==> src/rtl/exciter_channel_scheduler.sv <==
// Round-robin scheduler sharing one exciter core across NUM_CH channels, with a tag pipeline routing results back.
// Optional EXCITER_BYPASS_EN adds bypass_mask: bypassed channels skip the core and return the dry sample.
module exciter_channel_scheduler #(
  parameter int NUM_CH = 4,
  parameter int DW     = 16,
  parameter int EX_LAT = 2
) (
  input  logic                 clk,
  input  logic                 rst,
  input  logic [NUM_CH-1:0]    req_valid,
  input  logic [NUM_CH*DW-1:0] req_sample,
  output logic [NUM_CH-1:0]    req_ready,
  input  logic                 hold,
`ifdef EXCITER_BYPASS_EN
  input  logic [NUM_CH-1:0]    bypass_mask,
`endif
  output logic                 ex_enable,
  output logic [DW-1:0]        ex_in,
  input  logic [DW-1:0]        ex_out,
  output logic [NUM_CH-1:0]    res_valid,
  output logic [NUM_CH*DW-1:0] res_sample,
  output logic                 busy
);

  localparam int PW = (NUM_CH > 1) ? $clog2(NUM_CH) : 1;

  typedef enum logic [1:0] {IDLE, RUN, DRAIN} state_t;

  state_t        state, stateNext;
  logic [PW-1:0] ptr;
  logic [PW-1:0] grantIdx;
  logic          grantAny;
  logic [PW-1:0] searchIdx;
  logic [DW-1:0] grantSample;
  logic          grantBypass;
  logic [DW-1:0] resultData;

  logic [EX_LAT:0] tagValid;
  logic [PW-1:0]   tagCh [EX_LAT+1];

  // First requester at or after ptr wins; hold and reset suppress every grant.
  always_comb begin
    req_ready = '0;
    grantIdx  = '0;
    grantAny  = 1'b0;
    searchIdx = '0;
    if (!rst && !hold) begin
      for (int i = 0; i < NUM_CH; i++) begin
        searchIdx = PW'((int'(ptr) + i) % NUM_CH);
        if (!grantAny && req_valid[searchIdx]) begin
          grantAny = 1'b1;
          grantIdx = searchIdx;
        end
      end
    end
    if (grantAny) req_ready[grantIdx] = 1'b1;
  end

  assign grantSample = req_sample[grantIdx*DW +: DW];

`ifdef EXCITER_BYPASS_EN
  logic          tagBypass [EX_LAT+1];
  logic [DW-1:0] tagDry    [EX_LAT+1];

  assign grantBypass = bypass_mask[grantIdx];
  assign resultData  = tagBypass[EX_LAT] ? tagDry[EX_LAT] : ex_out;

  // Dry samples ride alongside the tags so bypassed results keep the core's latency.
  always_ff @(posedge clk or posedge rst) begin
    if (rst) begin
      for (int i = 0; i <= EX_LAT; i++) begin
        tagBypass[i] <= 1'b0;
        tagDry[i]    <= '0;
      end
    end else begin
      tagBypass[0] <= grantAny && grantBypass;
      tagDry[0]    <= grantSample;
      for (int i = 1; i <= EX_LAT; i++) begin
        tagBypass[i] <= tagBypass[i-1];
        tagDry[i]    <= tagDry[i-1];
      end
    end
  end
`else
  assign grantBypass = 1'b0;
  assign resultData  = ex_out;
`endif

  always_comb begin
    stateNext = state;
    case (state)
      IDLE:      if (grantAny) stateNext = RUN;
      RUN,
      DRAIN:     stateNext = grantAny ? RUN : ((|tagValid) ? DRAIN : IDLE);
      default:   stateNext = IDLE;
    endcase
  end

  assign busy = (state != IDLE);

  // Issue side: pointer advance, core input register and the tag pipeline.
  always_ff @(posedge clk or posedge rst) begin
    if (rst) begin
      state     <= IDLE;
      ptr       <= '0;
      ex_enable <= 1'b0;
      ex_in     <= '0;
      tagValid  <= '0;
      for (int i = 0; i <= EX_LAT; i++) tagCh[i] <= '0;
    end else begin
      state     <= stateNext;
      ex_enable <= grantAny && !grantBypass;
      if (grantAny) begin
        ptr <= (grantIdx == PW'(NUM_CH - 1)) ? '0 : grantIdx + PW'(1);
        if (!grantBypass) ex_in <= grantSample;
      end
      tagValid <= {tagValid[EX_LAT-1:0], grantAny};
      tagCh[0] <= grantIdx;
      for (int i = 1; i <= EX_LAT; i++) tagCh[i] <= tagCh[i-1];
    end
  end

  // Return side: the last tag stage lines up with ex_out and selects the destination channel.
  always_ff @(posedge clk or posedge rst) begin
    if (rst) begin
      res_valid  <= '0;
      res_sample <= '0;
    end else begin
      res_valid <= '0;
      if (tagValid[EX_LAT]) begin
        res_valid[tagCh[EX_LAT]]                <= 1'b1;
        res_sample[tagCh[EX_LAT]*DW +: DW]      <= resultData;
      end
    end
  end

endmodule

==> config.mk <==
export PLATFORM = sky130hd
export DESIGN_NAME = exciter_channel_scheduler
export DESIGN_NICKNAME = d
export VERILOG_FILES = /design/src/rtl/exciter_channel_scheduler.sv
export SDC_FILE = /design/constraint.sdc
export NUM_CORES = 1
export LEC_CHECK = 0
export CORE_MARGIN = 8
export CORE_UTILIZATION = 30
export DETAILED_ROUTE_END_ITERATION = 6
export MAX_ROUTING_LAYER = met4
export PLACE_DENSITY = 0.69
export SLEW_MARGIN = 15
export SYNTH_ARGS = -nofsm -noshare
export SYNTH_HDL_FRONTEND = slang
export SYNTH_SLANG_ARGS = --single-unit
==> constraint.sdc <==
create_clock -name clk -period 6.8 [get_ports clk]
set_input_delay 1.36 -clock clk [delete_from_list [all_inputs] [get_ports clk]]
set_output_delay 1.36 -clock clk [all_outputs]
set_load 0.1 [all_outputs]
==> run_results.csv <==
group,metric,value,unit
power,p_int,0.00119,W
power,clkPwrFrac,29.6,%
power,swShare,39.5,%
cts,cts.path.max_buffers,2,
cts,cts_made_buffers,9,
final_layout,multi_input_area,1540,um2
critical_path,worstSetupPathType,"input pin to output port",
grt,grt_max_degree,64,
yosys,synth-edff-count,0,
grt,grt_pass1_wl,20600,um
yosys,yosys-top-cells-area,"dfrtp_1 59%, a22o_1 14%, mux2i_1 4.2%",
floorplanning,die_h,133,um
grt,grt_overflow,0,
cts,hold_buffers,0,
timing,slew_headroom,30.3,%
routing,viasPerCell,5.15,
yosys,yosysTopAreaCellShare,59.2,%
grt,antenna_found_initial,0,
yosys,synth-seq-area-share,59.2,%
timing,fin_skew,0.00730,ns
critical_path,worst_ep_required_time,5.44,ns
cts,path_clk_slew,0.06,ns
timing,post-route-min-period,4.99,ns
grt,grt_usage,15.2,%
run_status,status,"complete, but fails checks",
routing,wl,13100,um
final_layout,diodes,0,
yosys,synth_area,4100,um2
timing,slew_viol_final,0,
routing,drt_iter0_drc,185,
final_layout,fillers,1157,
cts,cts.sinks,97,
yosys,synthFlopType,"dfrtp_1",
yosys,post-synth-top-count-cell,"dfrtp_1",
grt,grt_pass1_vias,3656,
power,p_comb_share,36.2,%
yosys,ys_warn_count,0,
yosys,synthDistinctLibCells,31,
critical_path,end_kind,"output port",
run_status,failed_checks,"DRC",
placed_design,dp_hpwl,9860,um
power,total_power,0.00197,W
final_layout,area_growth,55.5,%
routing,highest_layer,"met4",
yosys,ys_async_sr_fraction,100,%
timing,rsz0062_at_grt,"no",
power,seqPwrFrac,34.3,%
power,p_per_area,309,nW/um2
timing,finalCritPeriodShare,73.4,%
cts,cts_root_buf,"clkbuf_16",
hold_path,hold_depth,0,
timing,max_freq,200,MHz
floorplanning,initial_core_util,30.8,%
routing,wl_met1,5710,um
timing,hold_violations,0,
flow_run,drv_cap,0,
routing,drc,4,
routing,drtAntennaViolNets,0,
floorplanning,die_area,17700,um2
critical_path,ff2ff_path_depth,5,
floorplanning,die_x,133,um
routing,vias,3451,
placed_design,gp_congestion,0.767,
routing,dr.pass1.iters,7,
routing,route.met3.wl,1420,um
timing,finalSetupViolCount,0,
yosys,syn-num-nets,416,
critical_path,crit_path_start_kind,"input pin",
power,p_leak,2.76,nW
power,ir_drop,0.000121,V
final_layout,final_nets,587,
cts,post_cts_buffers,0,
yosys,syn_inst,318,
power,power.switching,0.000778,W
cts,cts_resized,0,
yosys,synth_common_cells,"97 x dfrtp_1, 64 x a22o_1, 22 x nor2_1, 17 x mux2i_1",
floorplanning,io_pins,177,
hold_path,hold_path_class,"register to register",
cts,htree_num_levels,3,
routing,wire_per_inst,19.5,um
timing,worst_slew_pin_slew,1.04,ns
routing,wl_met2,5840,um
critical_path,crit_arrival,3.63,ns
cts,worstSkewPairLatency,0.34,ns
yosys,synth_seq_cells,97,
final_layout,regArea,2430,um2
floorplanning,num_rows,42,
timing,finalSetupTns,0,ns
yosys,syn_area_per_cell,12.9,um2
floorplanning,fp.coreArea,13300,um2
placed_design,port_buffers,176,
critical_path,path_max_fanout,34,
cts,cts_tree,"done",
final_layout,drive_gt1_share,6.68,%
yosys,synth_top_area_cell,"dfrtp_1",
-- cells by family after synthesis --
group / Yosys count / synth area share [%]
buf+inv: 35 / 3.88
flops: 97 / 59.2
fa+ha+maj: 11 / 3.36
compound gates: 108 / 22.6
mux: 17 / 4.15
simple gates: 50 / 6.84
-- stage by stage --
| step | cells | cell area (um2) | util [%] | worst slack [ns] | hold WS [ns] |
|---|---|---|---|---|---|
| final | 670 | 6370 | 47.9 | 1.81 | 0.348 |
| after global placement | 654 | 6030 | 45.4 | 1.91 | 0.332 |
| after CTS | 670 | 6370 | 47.9 | 1.81 | 0.350 |
| after floorplan | 318 | 4100 | - | 2.18 | 0.331 |
| after detailed placement | 654 | 6030 | 45.4 | 1.81 | 0.335 |
| after global routing | 670 | 6370 | 47.9 | 1.62 | 0.370 |
-- path summary, 6_finish.rpt --
path	from	endpoint	slack (ns)
worst max-delay path	req_valid[0]	req_ready[2]	1.81
worst min-delay path	tagCh[2]	tagCh[0]	0.35
worst max register to register	tagCh[0]	res_sample[42]	4.18
worst min register to register	tagCh[2]	tagCh[0]	0.35
max in group asynchronous	rst	res_sample[36]	4.24
min in group asynchronous	rst	ptr[1]	1.43
-- cell usage in the layout (no fill, tap or decap), drive strengths merged --
cell type	count
a21oi	4
a221oi	16
a22o	64
a311oi	16
a32o	1
and2	5
buf	10
bufinv	3
clkbuf	10
clkdlybuf4s50	172
clkinv	1
dfrtp	97
ha	11
inv	15
mux2i	17
nand2	9
nand2b	3
nand3b	1
nor2	22
nor2b	1
nor3	1
nor4	2
nor4b	3
nor4bb	2
o211ai	1
o21ai	2
o21bai	1
o22ai	1
o311a	1
o311ai	1
or2	1
-- power groups by stage --
stage | Combinational, W | Clock [W] | Sequential [W]
floorplan | 0.000158 | 0 | 0.00103
global placement | 0.000710 | 0 | 0.000683
detailed placement | 0.000716 | 0 | 0.000684
CTS | 0.000717 | 0.000598 | 0.000674
global route | 0.000741 | 0.000616 | 0.000682
finish | 0.000711 | 0.000581 | 0.000674
-- sequential cells by signal, indices dropped and copies added, names as in the netlist --
name	cells
ex_in	16
ptr	2
res_sample	64
res_valid	4
state	2
tagCh	6
tagValid	3
-- area by class of cell --
type / instances / share of cell area [%]
clock buffers: 10 / 3.59
clock inverters: 6 / 1.77
inverters: 13 / 0.805
multi-input cells: 186 / 24.1
flip-flops and latches: 97 / 38.1
well taps: 176 / 3.45
repair buffers: 182 / 28.2
-- per-layer routing --
layer | GRT usage (%) | vias to the layer above
li1 | - | 1565
met1 | 18.6 | 1693
met2 | 22.5 | 184
met3 | 6.02 | 9
met4 | 4.98 | 0
met5 | - | -
-- worst max-delay path, stage by stage --
cell and delay (ns):
clkdlybuf4s50_1 0.61, nor4bb_1 0.33, o21ai_0 0.17, o211ai_2 0.11, buf_4 0.35, inv_1 0.14
ha_1 0.19, and2_1 0.14, buf_4 0.23
Power figures use the tool's default switching activity.
